===== config.mk =====
export PLATFORM = sky130hd
export DESIGN_NAME = pipe_ctrl
export DESIGN_NICKNAME = d
export VERILOG_FILES = /design/src/rtl/pipe_ctrl.sv
export SDC_FILE = /design/constraint.sdc
export NUM_CORES = 1
export LEC_CHECK = 0
export ABC_AREA = 1
export BUFFER_PORTS_ARGS = -buffer_cell sky130_fd_sc_hd__buf_2
export CORE_MARGIN = 2
export CORE_UTILIZATION = 55
export CTS_CLUSTER_DIAMETER = 120
export DETAILED_ROUTE_END_ITERATION = 6
export PLACE_DENSITY = 0.83
export SLEW_MARGIN = 5
export SYNTH_ARGS = -nofsm -noshare
export SYNTH_HDL_FRONTEND = slang
export SYNTH_SLANG_ARGS = --single-unit

===== constraint.sdc =====
create_clock -name clk -period 3.45 [get_ports clk]
set_input_delay 0 -clock clk [delete_from_list [all_inputs] [get_ports clk]]
set_output_delay 0 -clock clk [all_outputs]
set_load 0.02 [all_outputs]

===== src/rtl/pipe_ctrl.sv =====
// Pipeline hazard / stall controller for a 5-stage in-order core.
// Resolves memory waits, taken branches, load-use hazards, jumps and the
// halt drain sequence, and keeps a saturating stall-cycle counter.
module pipe_ctrl #(
  parameter int DRAIN_CYCLES = 3,
  parameter int CNT_W        = 16
) (
  input  logic             clk,
  input  logic             rst_n,
  input  logic [3:0]       id_opcode,
  input  logic [3:0]       id_rs1,
  input  logic [3:0]       id_rs2,
  input  logic             ex_memRead,
  input  logic [3:0]       ex_rd,
  input  logic             ex_branch_taken,
  input  logic             mem_access,
  input  logic             dmem_ack,
  output logic             pc_write,
  output logic             ifid_write,
  output logic             ifid_flush,
  output logic             idex_bubble,
  output logic             exmem_hold,
  output logic             dmem_req,
  output logic             halted,
  output logic [CNT_W-1:0] stall_count
);

  localparam int DW = (DRAIN_CYCLES < 2) ? 1 : $clog2(DRAIN_CYCLES + 1);
  localparam logic [3:0] OP_HALT = 4'b1111;
  localparam logic [3:0] OP_JUMP = 4'b0111;

  typedef enum logic [1:0] {RUN, MEMWAIT, DRAIN, HALTED} state_t;

  state_t          state, state_nxt;
  logic [DW-1:0]   dcnt, dcnt_nxt;
  logic            ret_drain, ret_drain_nxt;
  logic            mem_stall;
  logic            load_use;
  logic            cnt_en;

  // Counter never wraps: it sticks at all-ones once reached.
  function automatic logic [CNT_W-1:0] sat_inc(input logic [CNT_W-1:0] v);
    return (&v) ? v : v + CNT_W'(1);
  endfunction

  assign mem_stall = mem_access && !dmem_ack;
  assign load_use  = ex_memRead && (ex_rd != 4'd0) &&
                     ((ex_rd == id_rs1) || (ex_rd == id_rs2));

  // State, drain counter and return-to-drain flag.
  always_ff @(posedge clk or negedge rst_n) begin
    if (!rst_n) begin
      state     <= RUN;
      dcnt      <= '0;
      ret_drain <= 1'b0;
    end else begin
      state     <= state_nxt;
      dcnt      <= dcnt_nxt;
      ret_drain <= ret_drain_nxt;
    end
  end

  // Next-state and control outputs; outputs forced low while reset is held.
  always_comb begin
    state_nxt     = state;
    dcnt_nxt      = dcnt;
    ret_drain_nxt = ret_drain;
    pc_write      = 1'b0;
    ifid_write    = 1'b0;
    ifid_flush    = 1'b0;
    idex_bubble   = 1'b0;
    exmem_hold    = 1'b0;
    dmem_req      = 1'b0;
    halted        = 1'b0;
    case (state)
      RUN: begin
        pc_write   = 1'b1;
        ifid_write = 1'b1;
        if (mem_stall) begin
          pc_write      = 1'b0;
          ifid_write    = 1'b0;
          exmem_hold    = 1'b1;
          dmem_req      = 1'b1;
          state_nxt     = MEMWAIT;
          ret_drain_nxt = 1'b0;
        end else begin
          dmem_req = mem_access;
          if (ex_branch_taken) begin
            // A halt or jump sitting in ID is on the wrong path and is squashed.
            ifid_flush  = 1'b1;
            idex_bubble = 1'b1;
          end else if (load_use) begin
            pc_write    = 1'b0;
            ifid_write  = 1'b0;
            idex_bubble = 1'b1;
          end else if (id_opcode == OP_HALT) begin
            pc_write    = 1'b0;
            ifid_flush  = 1'b1;
            idex_bubble = 1'b1;
            state_nxt   = DRAIN;
            dcnt_nxt    = DW'(DRAIN_CYCLES);
          end else if (id_opcode == OP_JUMP) begin
            ifid_flush = 1'b1;
          end
        end
      end
      MEMWAIT: begin
        dmem_req = 1'b1;
        if (!dmem_ack) begin
          exmem_hold = 1'b1;
        end else if (ret_drain) begin
          // Access done; resume the drain without consuming a drain cycle.
          ifid_write  = 1'b1;
          ifid_flush  = 1'b1;
          idex_bubble = 1'b1;
          state_nxt   = DRAIN;
        end else begin
          pc_write   = 1'b1;
          ifid_write = 1'b1;
          state_nxt  = RUN;
        end
      end
      DRAIN: begin
        if (mem_stall) begin
          exmem_hold    = 1'b1;
          dmem_req      = 1'b1;
          state_nxt     = MEMWAIT;
          ret_drain_nxt = 1'b1;
        end else begin
          ifid_write  = 1'b1;
          ifid_flush  = 1'b1;
          idex_bubble = 1'b1;
          dmem_req    = mem_access;
          dcnt_nxt    = dcnt - DW'(1);
          if (dcnt == DW'(1)) state_nxt = HALTED;
        end
      end
      HALTED: begin
        halted     = 1'b1;
        exmem_hold = 1'b1;
      end
      default: state_nxt = RUN;
    endcase
    if (!rst_n) begin
      pc_write    = 1'b0;
      ifid_write  = 1'b0;
      ifid_flush  = 1'b0;
      idex_bubble = 1'b0;
      exmem_hold  = 1'b0;
      dmem_req    = 1'b0;
      halted      = 1'b0;
    end
  end

  assign cnt_en = ((state == RUN) || (state == MEMWAIT)) && !ifid_write;

  // Stall-cycle performance counter.
  always_ff @(posedge clk or negedge rst_n) begin
    if (!rst_n) stall_count <= '0;
    else if (cnt_en) stall_count <= sat_inc(stall_count);
  end

endmodule


# Yosys cells after proc, flatten, opt, wreduce, memory -nomap -nowiden
# Cells that the tools add are included.
[word_totals]
regBits = 21
inputBits = 22
out_inout_bits = 23
wordCells = 102
[op_classes]
add_sub_neg = 2
eq_ne = 20
muxes = 57
bitwise_logic = 1
reduce_logical = 18
[ops]
columns = ["operator", "n"]
rows = [
  ["$mux 1", 35],
  ["$mux 2", 13],
  ["$add 16x1->16 const B", 1],
  ["$ne 2x2->1 const B", 8],
  ["$reduce_and 16->1", 1],
  ["$ne 3x3->1 const B", 4],
  ["$pmux 1 s3", 4],
  ["$reduce_and 6->1", 2],
  ["$eq 4x4->1", 2],
  ["$pmux 1 s2", 3],
  ["$pmux 2 s3", 1],
  ["$eq 2x1->1 const B", 2],
  ["$eq 2x2->1 const B", 2],
  ["$eq 4x3->1 const B", 1],
  ["$eq 4x4->1 const B", 1],
  ["$logic_and 1x1->1", 4],
  ["$pmux 2 s2", 1],
  ["$reduce_bool 4->1", 1],
  ["$reduce_and 3->1", 1],
  ["$reduce_bool 3->1", 1],
  ["$logic_not 1->1", 2],
  ["$logic_not 2->1", 1],
  ["$logic_or 1x1->1", 2],
  ["$reduce_and 2->1", 1],
  ["4 further kinds", 4],
]

# Depth between registers and ports, before layout
[depth]
word_depth = 11
ltp_mapped = 14

# Worst setup path after synthesis
# Ideal clock, no wire load.
[synth_timing]
path_type = "register -> register"
from = "register stall_count[0]"
to = "register stall_count[5]"
t_arrival_ps = 1698
required_ps = 3332
slack_ps = 1634
stages_incl_launch_ff = 10
n_path_buf = 1
period_less_slack_ps = 1816
path_cell_list = "dfrtp_1 ha_1 nand2_2 nor2_2 nand2_2 nor2_4 nand4_4 buf_2 nand4_1 nand2_1"
[synth_via]
elab_chain_len = 3
[synth_rtl]
columns = ["item", "line_no", "text"]
rows = [
  ["start, declared", "25", "output logic [CNT_W-1:0] stall_count"],
  ["start signal, assigned", "160", "else if (cnt_en) stall_count <= sat_inc(stall_count);"],
  ["parallel branches: the longest is 3 deep, another holds $add 16x1->16", "-", ""],
]
# Several ways; the timed one is not identified.
# A chain may end at the register's enable or synchronous reset.

# Worst setup path in the final report
[layout_timing]
from = "register state[0]"
to = "output port ifid_write"
[layout_via]
elab_chain_len = 3
[layout_rtl]
columns = ["item", "line_no", "text"]
rows = [
  ["start, declared", "34", "state_t state, state_nxt;"],
  ["start signal, assigned", "57", "state <= state_nxt;"],
  ["$eq 2x2->1 (tied with other cells)", "75", "case (state)"],
  ["$pmux 1 s3 *", "75", ""],
  ["$mux 1 *", "144", "if (!rst_n) begin"],
  ["end, declared", "19", "output logic ifid_write,"],
]
# Every way passes the cells marked *; elsewhere a longest branch is shown, timed or not.

==> flow_metrics.env <==
export IMPL_die_height_um=59.5
export IMPL_end_kind="output port"
export IMPL_place_worst_setup_slack_ps=1460
export IMPL_crit_path_max_fanout=19
export IMPL_grt_pass1_vias=1397
export IMPL_clockBufferDepth=2
export IMPL_finish_net_count=328
export IMPL_path_class="reg2out"
export IMPL_startpoint_type="register"
export IMPL_grt_max_degree=25
export IMPL_grt_antenna_before_repair=0
export IMPL_period_needed_ps=2020
export IMPL_antenna_cells=0
export IMPL_die_w_um=59.5
export IMPL_dr_pass1_iters=4
export IMPL_fmax_ghz=0.495
export IMPL_wl_per_cell_um=10.6
export IMPL_cts_repair_resized=0
export IMPL_clk_latency_ps=300
export IMPL_min_period_over_period_pct=58.5
export IMPL_numCtsBuffers=3
export IMPL_h_tree_depth=1
export IMPL_io_pins=45
export IMPL_root_buffer="clkbuf_4"
export IMPL_synth_seq_area_share_pct=31.0
export IMPL_cp_required_ps=3450
export IMPL_syn_avg_cell_area_sq_um=6.70
export IMPL_syn_to_final_growth_pct=16.0
export IMPL_grt_pass1_wl_um=5690
export IMPL_final_layout_size_suffix_gt1_share_pct=19.8
export IMPL_crit_arrival_ps=2020
export IMPL_drt_wl_total_um=3500
export IMPL_tritoncts="done"
export IMPL_synth_top_area_cell="dfrtp_1"
export IMPL_initial_core_util_pct=56.4
export IMPL_slew_viol_final=0
export IMPL_p_leak_nw=1.17
export IMPL_syn_nets=282
export IMPL_die_area_sq_um=3540
export IMPL_setup_tns_ps=0
export IMPL_core_area_sq_um=3000
export IMPL_grt_use_total_pct=20.6
export IMPL_syn_instance_count=253
export IMPL_final_hold_violation_count=0
export IMPL_worstMarginPinSlew_ps=616
export IMPL_grt_overflow=0
export IMPL_relSlewSlack_pct=58.8
export IMPL_setup_violations=0
export IMPL_drv_cap=0
export IMPL_yosys_top_cells_area="dfrtp_1, nand2_1, inv_1, nand4_1, nor2_1"
export IMPL_ys_warn_count=0
export IMPL_remaining_drc_errors=0
export IMPL_clock_skew_ps=4.37
export IMPL_ir_drop_uv=495
export IMPL_status="complete, no violations"
export IMPL_rsz0062_at_grt="false"
export IMPL_vias=1691
export IMPL_row_count=20
export IMPL_cts_sinks=21
export IMPL_layout_setup_ws_ps=1430
export IMPL_synth_top_area_share_pct=31.0
export IMPL_synth_area_sq_um=1690
export IMPL_drt_initial_drc_count=73
export IMPL_synth_distinct_cells=27
export IMPL_io_buffers=44
export IMPL_yosys_register_bits=21
export IMPL_dp_hpwl_um=2720
export IMPL_clkTransAtPathRegs_ps=110
export IMPL_final_antenna_net_count=0
export IMPL_gp_congestion=0.908
export IMPL_power_density_nw_per_um2=579
export IMPL_avgViaCountPerCell=5.11
export IMPL_hold_path_class="in2reg"
[final timing paths]
| check | startpoint | end | slack [ps] | cells past startpoint |
|---|---|---|---|---|
| setup / recovery | state[0] | ifid_write | 1430 | 9 |
| hold / removal | dmem_ack | ret_drain | 70 | 4 |
| setup reg to reg | stall_count[0] | stall_count[15] | 1450 | 9 |
| hold reg to reg | dcnt[1] | dcnt[1] | 510 | 2 |
| max in group asynchronous | rst_n | stall_count[0] | 2880 | 2 |
| min in group asynchronous | rst_n | stall_count[14] | 200 | 2 |
[cells in the final DEF, fill, tap and decap left out]
cell	n
inv_2	4
clkbuf_1	1
nor2_4	1
dlygate4sd3_1	1
a311oi_1	1
clkbuf_4	3
nand4_4	1
o21a_1	2
xor2_1	7
nand4_1	17
nor2_2	1
o211ai_1	1
nor3_2	1
dfrtp_1	21
o32ai_1	1
a21oi_1	4
ha_1	7
nand2_1	87
buf_2	44
nand3_4	1
xnor2_1	6
inv_1	35
o21ai_0	12
nor2_1	24
nand2_2	2
nand2_4	1
nand3_1	12
[cell type report]
class	count	area, sq um
clock buffer	4	26.3
tap	33	41.3
inverter	39	146
multi-input combinational	189	995
fill	285	1040
timing repair buffer	45	230
sequential	21	526
[through the flow]
stage	hold WS, ps	std cells	power (W)	utilization, %	instance area [sq um]
floorplan	-296	253	0.000874	-	1690
global placement	0.593	326	0.00100	64.2	1930
detailed placement	7.55	326	0.00102	64.2	1930
CTS	60.6	331	0.00114	65.4	1960
global route	89.7	331	0.00125	65.4	1960
finish	67.7	331	0.00114	65.4	1960
[critical path, cell delays in order, from the launching register on]
cell and delay (ps):
dfrtp_1 450, inv_1 130, ha_1 190, inv_1 70, nor2_1 260, nand2_1 110
nand2_1 110, nand2_4 140, inv_1 80, buf_2 160
[cell families after synthesis]
group,Yosys count,synth area share [%]
AO/OA/AOI/OAI,21,7.09
XOR/XNOR,13,6.72
adder cells (fa/ha/maj),7,5.17
buffers and inverters,43,10.3
flip-flops,21,31.0
AND/OR/NAND/NOR,148,39.7
[power breakdown]
part / internal (W) / switching, W
clock network: 0.0000450 / 0.0000723
logic: 0.000209 / 0.000439
registers: 0.000305 / 0.0000668
total: 0.000559 / 0.000578
[cells in the mapped netlist, drive strengths merged]
cell,count
o211ai,1
ha,7
o32ai,1
xnor2,6
clkbuf,1
nand2,90
a311oi,1
o21ai,12
nor2,26
a21oi,4
nand3,13
xor2,7
dfrtp,21
inv,39
nand4,18
nor3,1
buf,3
o21a,2
[per-layer routing]
layer / global-route usage, % / up-vias / part of all wire (%)
met4: 5.71 / 0 / 1.1
met2: 34.7 / 34 / 47
met1: 27.9 / 755 / 48
met5: 0 / - / 0
met3: 2.40 / 6 / 3.7
li1: - / 896 / -
[sequential cells by signal, summed over array words and instances, names as in the netlist]
| signal | count |
|---|---|
| ret_drain | 1 |
| dcnt | 2 |
| state | 2 |
| stall_count | 16 |
[what timing repair did]
| action | 4_1_cts | 5_1_grt |
|---|---|---|
| endpoints found under the hold margin | 21 | 0 |
| hold buffers | 1 | 0 |
| setup buffers | 0 | 0 |
Power figures use the tool's default switching activity.
